### src/rtl/outstream_check_if.sv
// Word-stream handshake between a stream source and the receiver.
// The source drives write/data; the receiver answers with rready.
interface outstream_check_if #(
    parameter int WIDTH = 11
);
    logic             write;
    logic [WIDTH-1:0] data;
    logic             rready;

    modport master (
        output write,
        output data,
        input  rready
    );

    modport slave (
        input  write,
        input  data,
        output rready
    );
endinterface

### src/rtl/outstream_check.sv
// Stream receiver: captures words in order, checks them against an
// expected table, and reports done/pass/first-mismatch/overflow.
module outstream_check #(
    parameter int DEPTH = 64,
    parameter int WIDTH = 11
) (
    input  logic                         clk,
    input  logic                         rst,
    input  logic                         clear_i,
    input  logic                         stall_i,
    input  logic [5:0]                   length_i,
    input  logic [DEPTH-1:0][WIDTH-1:0]  expected_i,
    outstream_check_if.slave             s,
    input  logic [5:0]                   rd_addr_i,
    output logic [WIDTH-1:0]             rd_data_o,
    output logic [6:0]                   count_o,
    output logic                         done_o,
    output logic                         pass_o,
    output logic                         mismatch_o,
    output logic [5:0]                   err_idx_o,
    output logic                         overflow_o
);

    typedef enum logic {
        RECV = 1'b0,
        DONE = 1'b1
    } state_t;

    state_t           state_q, state_d;
    logic [6:0]       count_q, count_d;
    logic             rready_q, rready_d;
    logic             done_q, done_d;
    logic             pass_q, pass_d;
    logic             mismatch_q, mismatch_d;
    logic [5:0]       err_idx_q, err_idx_d;
    logic             overflow_q, overflow_d;
    logic [WIDTH-1:0] mem_q [DEPTH];
    logic             xfer;

    // rready is only ever high in RECV, so this is the whole transfer rule.
    assign xfer = s.write && rready_q;

    // Next-state and next-output computation for the receive FSM.
    always_comb begin
        state_d    = state_q;
        count_d    = count_q;
        done_d     = done_q;
        pass_d     = pass_q;
        mismatch_d = mismatch_q;
        err_idx_d  = err_idx_q;
        overflow_d = overflow_q;
        rready_d   = 1'b0;
        unique case (state_q)
            RECV: begin
                if (xfer) begin
                    count_d = count_q + 7'd1;
                    if (s.data != expected_i[count_q[5:0]] && !mismatch_q) begin
                        mismatch_d = 1'b1;
                        err_idx_d  = count_q[5:0];
                    end
                end
                if (count_d == {1'b0, length_i}) begin
                    state_d = DONE;
                    done_d  = 1'b1;
                    pass_d  = !mismatch_d;
                end
                rready_d = !stall_i && (count_d < {1'b0, length_i});
            end
            DONE: begin
                if (s.write) begin
                    overflow_d = 1'b1;
                end
            end
            default: state_d = RECV;
        endcase
    end

    // State and registered outputs; clear behaves like a clocked reset.
    always_ff @(posedge clk or posedge rst) begin
        if (rst) begin
            state_q    <= RECV;
            count_q    <= '0;
            rready_q   <= 1'b0;
            done_q     <= 1'b0;
            pass_q     <= 1'b0;
            mismatch_q <= 1'b0;
            err_idx_q  <= '0;
            overflow_q <= 1'b0;
        end else if (clear_i) begin
            state_q    <= RECV;
            count_q    <= '0;
            rready_q   <= 1'b0;
            done_q     <= 1'b0;
            pass_q     <= 1'b0;
            mismatch_q <= 1'b0;
            err_idx_q  <= '0;
            overflow_q <= 1'b0;
        end else begin
            state_q    <= state_d;
            count_q    <= count_d;
            rready_q   <= rready_d;
            done_q     <= done_d;
            pass_q     <= pass_d;
            mismatch_q <= mismatch_d;
            err_idx_q  <= err_idx_d;
            overflow_q <= overflow_d;
        end
    end

    // Capture memory keeps its contents across reset; clear blocks the write.
    always_ff @(posedge clk) begin
        if (xfer && !clear_i && !rst) begin
            mem_q[count_q[5:0]] <= s.data;
        end
    end

    assign s.rready   = rready_q;
    assign rd_data_o  = mem_q[rd_addr_i];
    assign count_o    = count_q;
    assign done_o     = done_q;
    assign pass_o     = pass_q;
    assign mismatch_o = mismatch_q;
    assign err_idx_o  = err_idx_q;
    assign overflow_o = overflow_q;

endmodule
### src/flat_wrapper.sv
// flat-port wrapper written by rule: the top's interface ports become plain ports
module outstream_check_flat 
#(
    parameter int DEPTH = 64,
    parameter int WIDTH = 11
)
  (clk, rst, clear_i, stall_i, length_i, expected_i, rd_addr_i, rd_data_o, count_o, done_o, pass_o, mismatch_o, err_idx_o, overflow_o, s_write, s_data, s_rready);
  outstream_check_if #(.WIDTH(WIDTH)) s_i ();
  input  logic clk;
  input  logic rst;
  input  logic clear_i;
  input  logic stall_i;
  input  logic [5:0] length_i;
  input  logic [DEPTH-1:0][WIDTH-1:0] expected_i;
  input  logic [5:0] rd_addr_i;
  output logic [WIDTH-1:0] rd_data_o;
  output logic [6:0] count_o;
  output logic done_o;
  output logic pass_o;
  output logic mismatch_o;
  output logic [5:0] err_idx_o;
  output logic overflow_o;
  input wire logic [$bits(s_i.write)-1:0] s_write;
  input wire logic [$bits(s_i.data)-1:0] s_data;
  output wire logic [$bits(s_i.rready)-1:0] s_rready;
  assign s_i.write = s_write;
  assign s_i.data = s_data;
  assign s_rready = s_i.rready;
  outstream_check #(.DEPTH(DEPTH), .WIDTH(WIDTH)) u_core (.clk(clk), .rst(rst), .clear_i(clear_i), .stall_i(stall_i), .length_i(length_i), .expected_i(expected_i), .s(s_i), .rd_addr_i(rd_addr_i), .rd_data_o(rd_data_o), .count_o(count_o), .done_o(done_o), .pass_o(pass_o), .mismatch_o(mismatch_o), .err_idx_o(err_idx_o), .overflow_o(overflow_o));
endmodule
### config.mk
export PLATFORM = sky130hd
export DESIGN_NAME = outstream_check_flat
export DESIGN_NICKNAME = d
export VERILOG_FILES = /design/src/rtl/outstream_check_if.sv /design/src/rtl/outstream_check.sv /design/src/flat_wrapper.sv
export SDC_FILE = /design/constraint.sdc
export NUM_CORES = 1
export LEC_CHECK = 0
export CELL_PAD_IN_SITES_DETAIL_PLACEMENT = 1
export CELL_PAD_IN_SITES_GLOBAL_PLACEMENT = 1
export CORE_AREA = 3 3 296 298
export DETAILED_ROUTE_END_ITERATION = 12
export DIE_AREA = 0 0 299 301
export PLACE_DENSITY = 0.75
export SLEW_MARGIN = 5
export SYNTH_ARGS = -nofsm -noshare
export SYNTH_HDL_FRONTEND = slang
export SYNTH_SLANG_ARGS = --single-unit
### constraint.sdc
create_clock -name clk -period 7.4 [get_ports clk]
set_input_delay 2.22 -clock clk [delete_from_list [all_inputs] [get_ports clk]]
set_output_delay 2.22 -clock clk [all_outputs]
set_load 0.005 [all_outputs]
# ---- Word-level counts from Yosys, hierarchy flattened
# Memories as Yosys holds them, arrays and structs flattened.
# Cells that the tools add are included.
dict set report word_totals {
  word_cells 64
  regBits 19
  input_bits 732
  ramBits 704
  memories 1
  output_inout_bits 29
}
# memory depth width read_ports rd_ports_with_merged_regs wr line
set memory_table {}
lappend memory_table {u_core.mem_q 64 11 1 0 1 outstream_check.sv:37} ;# logic [WIDTH-1:0] mem_q [DEPTH];
dict set report op_classes {
  n_eq_ne 3
  reduce_logical 18
  n_addsub 1
  magnitude_cmp 2
  muxes 31
}
# op count
set op_table {}
lappend op_table {{binary-select mux 11 bit (select 6 bit)} 1}
lappend op_table {{2-to-1 mux 7 bit} 4}
lappend op_table {{2-to-1 mux 6 bit} 4}
lappend op_table {{2-to-1 mux 1 bit} 21}
lappend op_table {{2-to-1 mux 11 bit} 1}
lappend op_table {{inequality test 11 bit} 1}
lappend op_table {{nonzero test 2 bit} 5}
lappend op_table {{adder 7 x 1 -> 7 bit (second input constant)} 1}
lappend op_table {{equality test 7 x 6 -> 1 bit} 1}
lappend op_table {{< comparator 6 x 7 -> 1 bit (second input constant)} 1}
lappend op_table {{< comparator 7 x 6 -> 1 bit} 1}
lappend op_table {{logical AND 1 bit} 5}
lappend op_table {{logical NOT 1 bit} 5}
lappend op_table {{AND reduction 2 bit} 2}
lappend op_table {{AND reduction 3 bit} 1}
lappend op_table {{inequality test 2 bit (second input constant)} 1}

# ---- Depth between registers and ports, before layout
dict set report depth {
  depth_word 11
  ltp_mapped 16
  mapped_depth_nobuf 10
}

# ---- Least setup slack after synthesis
# Ideal clock, no wire load.
dict set report synth_timing {
  path_type {input port to output port}
  start {input rd_addr_i[0]}
  end {output rd_data_o[0]}
  path_stages 6
  required_time_ps 5180
  arrival_time_ps 4860
  path_slack_ps 320
  n_path_buf 3
  cell_sequence {clkbuf_1 buf_1 buf_1 mux4_2 mux4_2 mux4_2}
}
dict set report synth_between {
  elab_chain_cells 1
}
# element line
set synth_rtl {}
lappend synth_rtl {{from (decl)} flat_wrapper.sv:15} ;# input logic [5:0] rd_addr_i;
lappend synth_rtl {{memory read (64 x 11 bit)} n/a}
lappend synth_rtl {{to (decl)} flat_wrapper.sv:16} ;# output logic [WIDTH-1:0] rd_data_o;
# Every way passes these cells.

# ---- Worst setup path in the final report
dict set report layout_timing {
  start {input rd_addr_i[0]}
  end {output rd_data_o[6]}
}
# Same word-level chain as after synthesis.

==> impl_metrics.json <==
{
  "synth_cell_types": 74,
  "hold_class": "flip-flop to flip-flop",
  "ys.warnings.count": 0,
  "grt_setup_unrepaired": "no",
  "end_kind": "primary output",
  "drv_slew": 0,
  "status": "finished, final reports clean",
  "cts_root_buf": "clkbuf_16",
  "cts_resized": 0,
  "cts_hold_buf": 0,
  "cts_made_buffers": 74,
  "finalNetCount": 3488,
  "ios": 761,
  "grt_max_degree": 73,
  "critPathLaunchType": "input port",
  "io_buffer_count": 760,
  "rows": 107,
  "tns_ns": 0,
  "setup_viol_count_final": 0,
  "drive_gt1_share_pct": 21.7,
  "critical_path_class": "input port to primary output",
  "synth_edf_count": 704,
  "die_area_um2": 90000,
  "max_freq_mhz": 138,
  "ys_seq_area_share_pct": 62.8,
  "largest_reg_flops": 704,
  "crit_required_ns": 5.18,
  "clk_pin_slew_ns": 0.06,
  "synth_area_leaders": "edfxtp_1, mux4_2, mux2i_1",
  "htree_levels": 3,
  "cp_max_fo": 35,
  "ys_ff_latch": 723,
  "antenna_found_initial": 53,
  "gp_congestion": 0.980,
  "dpl-instance-area_um2": 43800,
  "synth_top_area_cell": "edfxtp_1",
  "die_w_um": 299,
  "synth.avg_cell_area_um2": 17.7,
  "p_leak_nw": 14.8,
  "clock-skew-final_ns": 0.0289,
  "firstDrtPassIters": 5,
  "clkSinkCount": 723,
  "maxCapViolCount": 0,
  "syn_area_um2": 34400,
  "die_h_um": 301,
  "clk_path_buf_depth": 3,
  "netlist_instances": 1950,
  "relSlewSlack_pct": 10.4,
  "cts_setup_buffers": 0,
  "finalInstanceArea_um2": 46300,
  "power_density_nw_per_um2": 202,
  "first_global_vias": 26100,
  "wl_um": 163000,
  "initial_core_util_pct": 40.4,
  "syn-num-nets": 2689,
  "cts_tree": "yes",
  "dp_hpwl_um": 123000,
  "routedWlPerCell_um": 41.0,
  "period_needed_ns": 7.22,
  "min_period_over_period_pct": 97.6,
  "tightest_slew_ns": 1.34,
  "yosysTopAreaCellShare_pct": 61.4,
  "synthArstFlopShare_pct": 2.63,
  "hold_viol_final": 0,
  "cp.arrival_ns": 5.00,
  "drt_iter0_drc": 3647,
  "via_per_inst": 6.30,
  "clk_latency_ns": 0.63,
  "ys.flop_type": "edfxtp_1",
  "area_delta_synth_final_pct": 34.4,
  "drc": 0,
  "grt_pass1_wl_um": 220000,
  "ir_drop_mv": 0.169,
  "coreArea_um2": 85100,
  "ant_nets": 0,
  "grt.total_usage_pct": 35.9,
  "globalRouteOverflowTotal": 0,
  "vias": 25100
}
==> path summary, 6_finish.rpt <==
| kind | from | end | slack [ns] | depth (start not counted) |
|---|---|---|---|---|
| setup / recovery | rd_addr_i[0] | rd_data_o[6] | 0.18 | 6 |
| hold / removal | u_core.overflow_o$_DFFE_PP0P_ | u_core.overflow_o$_DFFE_PP0P_ | 0.53 | 2 |
| setup reg to reg | u_core.count_o[0]$_DFFE_PP0P_ | u_core.err_idx_o[2]$_DFFE_PP0P_ | 2.12 | 10 |
| hold reg to reg | u_core.overflow_o$_DFFE_PP0P_ | u_core.overflow_o$_DFFE_PP0P_ | 0.53 | 2 |
| max in group asynchronous | rst | u_core.count_o[1]$_DFFE_PP0P_ | 4.22 | 2 |
| min in group asynchronous | rst | u_core.s.rready$_DFF_PP0_ | 2.53 | 2 |
==> cell type report <==
cell class | count | area [µm²]
fillers | 8008 | 38900
flip-flops and latches | 723 | 21600
multi-input cells | 1046 | 12000
repair buffers | 892 | 8710
clock buffers | 94 | 1970
well taps | 1144 | 1430
clock inverters | 40 | 443
diodes | 31 | 77.6
inverters | 12 | 46.3
==> stage by stage <==
stage | cells | total power, mW | worst slack, ns | utilization, % | hold WS [ns]
6_report | 3982 | 9.36 | 0.178 | 54.3 | 0.528
3_5_place_dp | 3817 | 5.71 | 0.209 | 51.4 | 0.513
3_3_place_gp | 3816 | 5.68 | 0.266 | 51.4 | 0.492
2_1_floorplan | 1950 | 4.97 | 0.320 | - | 0.486
4_1_cts | 3951 | 9.39 | 0.191 | 54.2 | 0.528
5_1_grt | 3968 | 9.61 | 0.152 | 54.3 | 0.551
==> power by group <==
part           leakage [nW]  internal [mW]  switching, mW
Sequential             6.58           4.49         0.0118
Clock                  1.17           2.12           1.61
Combinational          7.01          0.622          0.509
==> worst max-delay path, cell delays in order <==
cell and delay, ns:
buf_8 0.18, buf_12 0.31, mux4_2 0.55, mux4_2 0.57, mux4_2 0.61, clkdlybuf4s50_1 0.50
==> cells in the mapped netlist, types with 28 or more instances <==
library cell  count
a22oi_1          45
buf_1            28
mux2_2           37
a21oi_1          38
nand2_1          49
clkbuf_1         74
a221oi_1         75
nor2_1           96
mux2i_1         109
o22ai_1          41
buf_2            36
edfxtp_1        704
mux4_2          274
==> cell usage in the layout (no fill, tap or decap), drive strengths merged, types with 19 or more instances in the layout <==
| master | instances |
|---|---|
| o21ai | 26 |
| buf | 147 |
| mux2 | 44 |
| diode | 31 |
| nand2 | 49 |
| clkbuf | 94 |
| dfrtp | 19 |
| clkinv | 30 |
| a221o | 19 |
| o22ai | 41 |
| a21oi | 38 |
| a221oi | 75 |
| nand2b | 21 |
| mux4 | 275 |
| nor2 | 96 |
| edfxtp | 704 |
| clkdlybuf4s50 | 745 |
| mux2i | 109 |
| a22oi | 45 |
==> per-layer routing <==
| layer | wire, µm | GRT usage [%] | up-vias | share of wire, % |
|---|---|---|---|---|
| met4 | 7360 | 14.9 | 10 | 4.5 |
| li1 | - | - | 9917 | - |
| met5 | 56 | 0 | - | 0.034 |
| met2 | 77500 | 56.6 | 1789 | 47 |
| met3 | 18600 | 11.3 | 243 | 11 |
| met1 | 59900 | 46.3 | 13100 | 37 |
==> kinds of logic after synthesis <==
kind of cell	count (synthesis)	share of synthesized area, %
flops	723	62.8
mux	428	22.6
compound gates	327	7.29
simple gates	266	3.93
buf+inv	181	2.66
xor+xnor	18	0.458
fa+ha+maj	7	0.254
(Power assumes the default switching activity.)
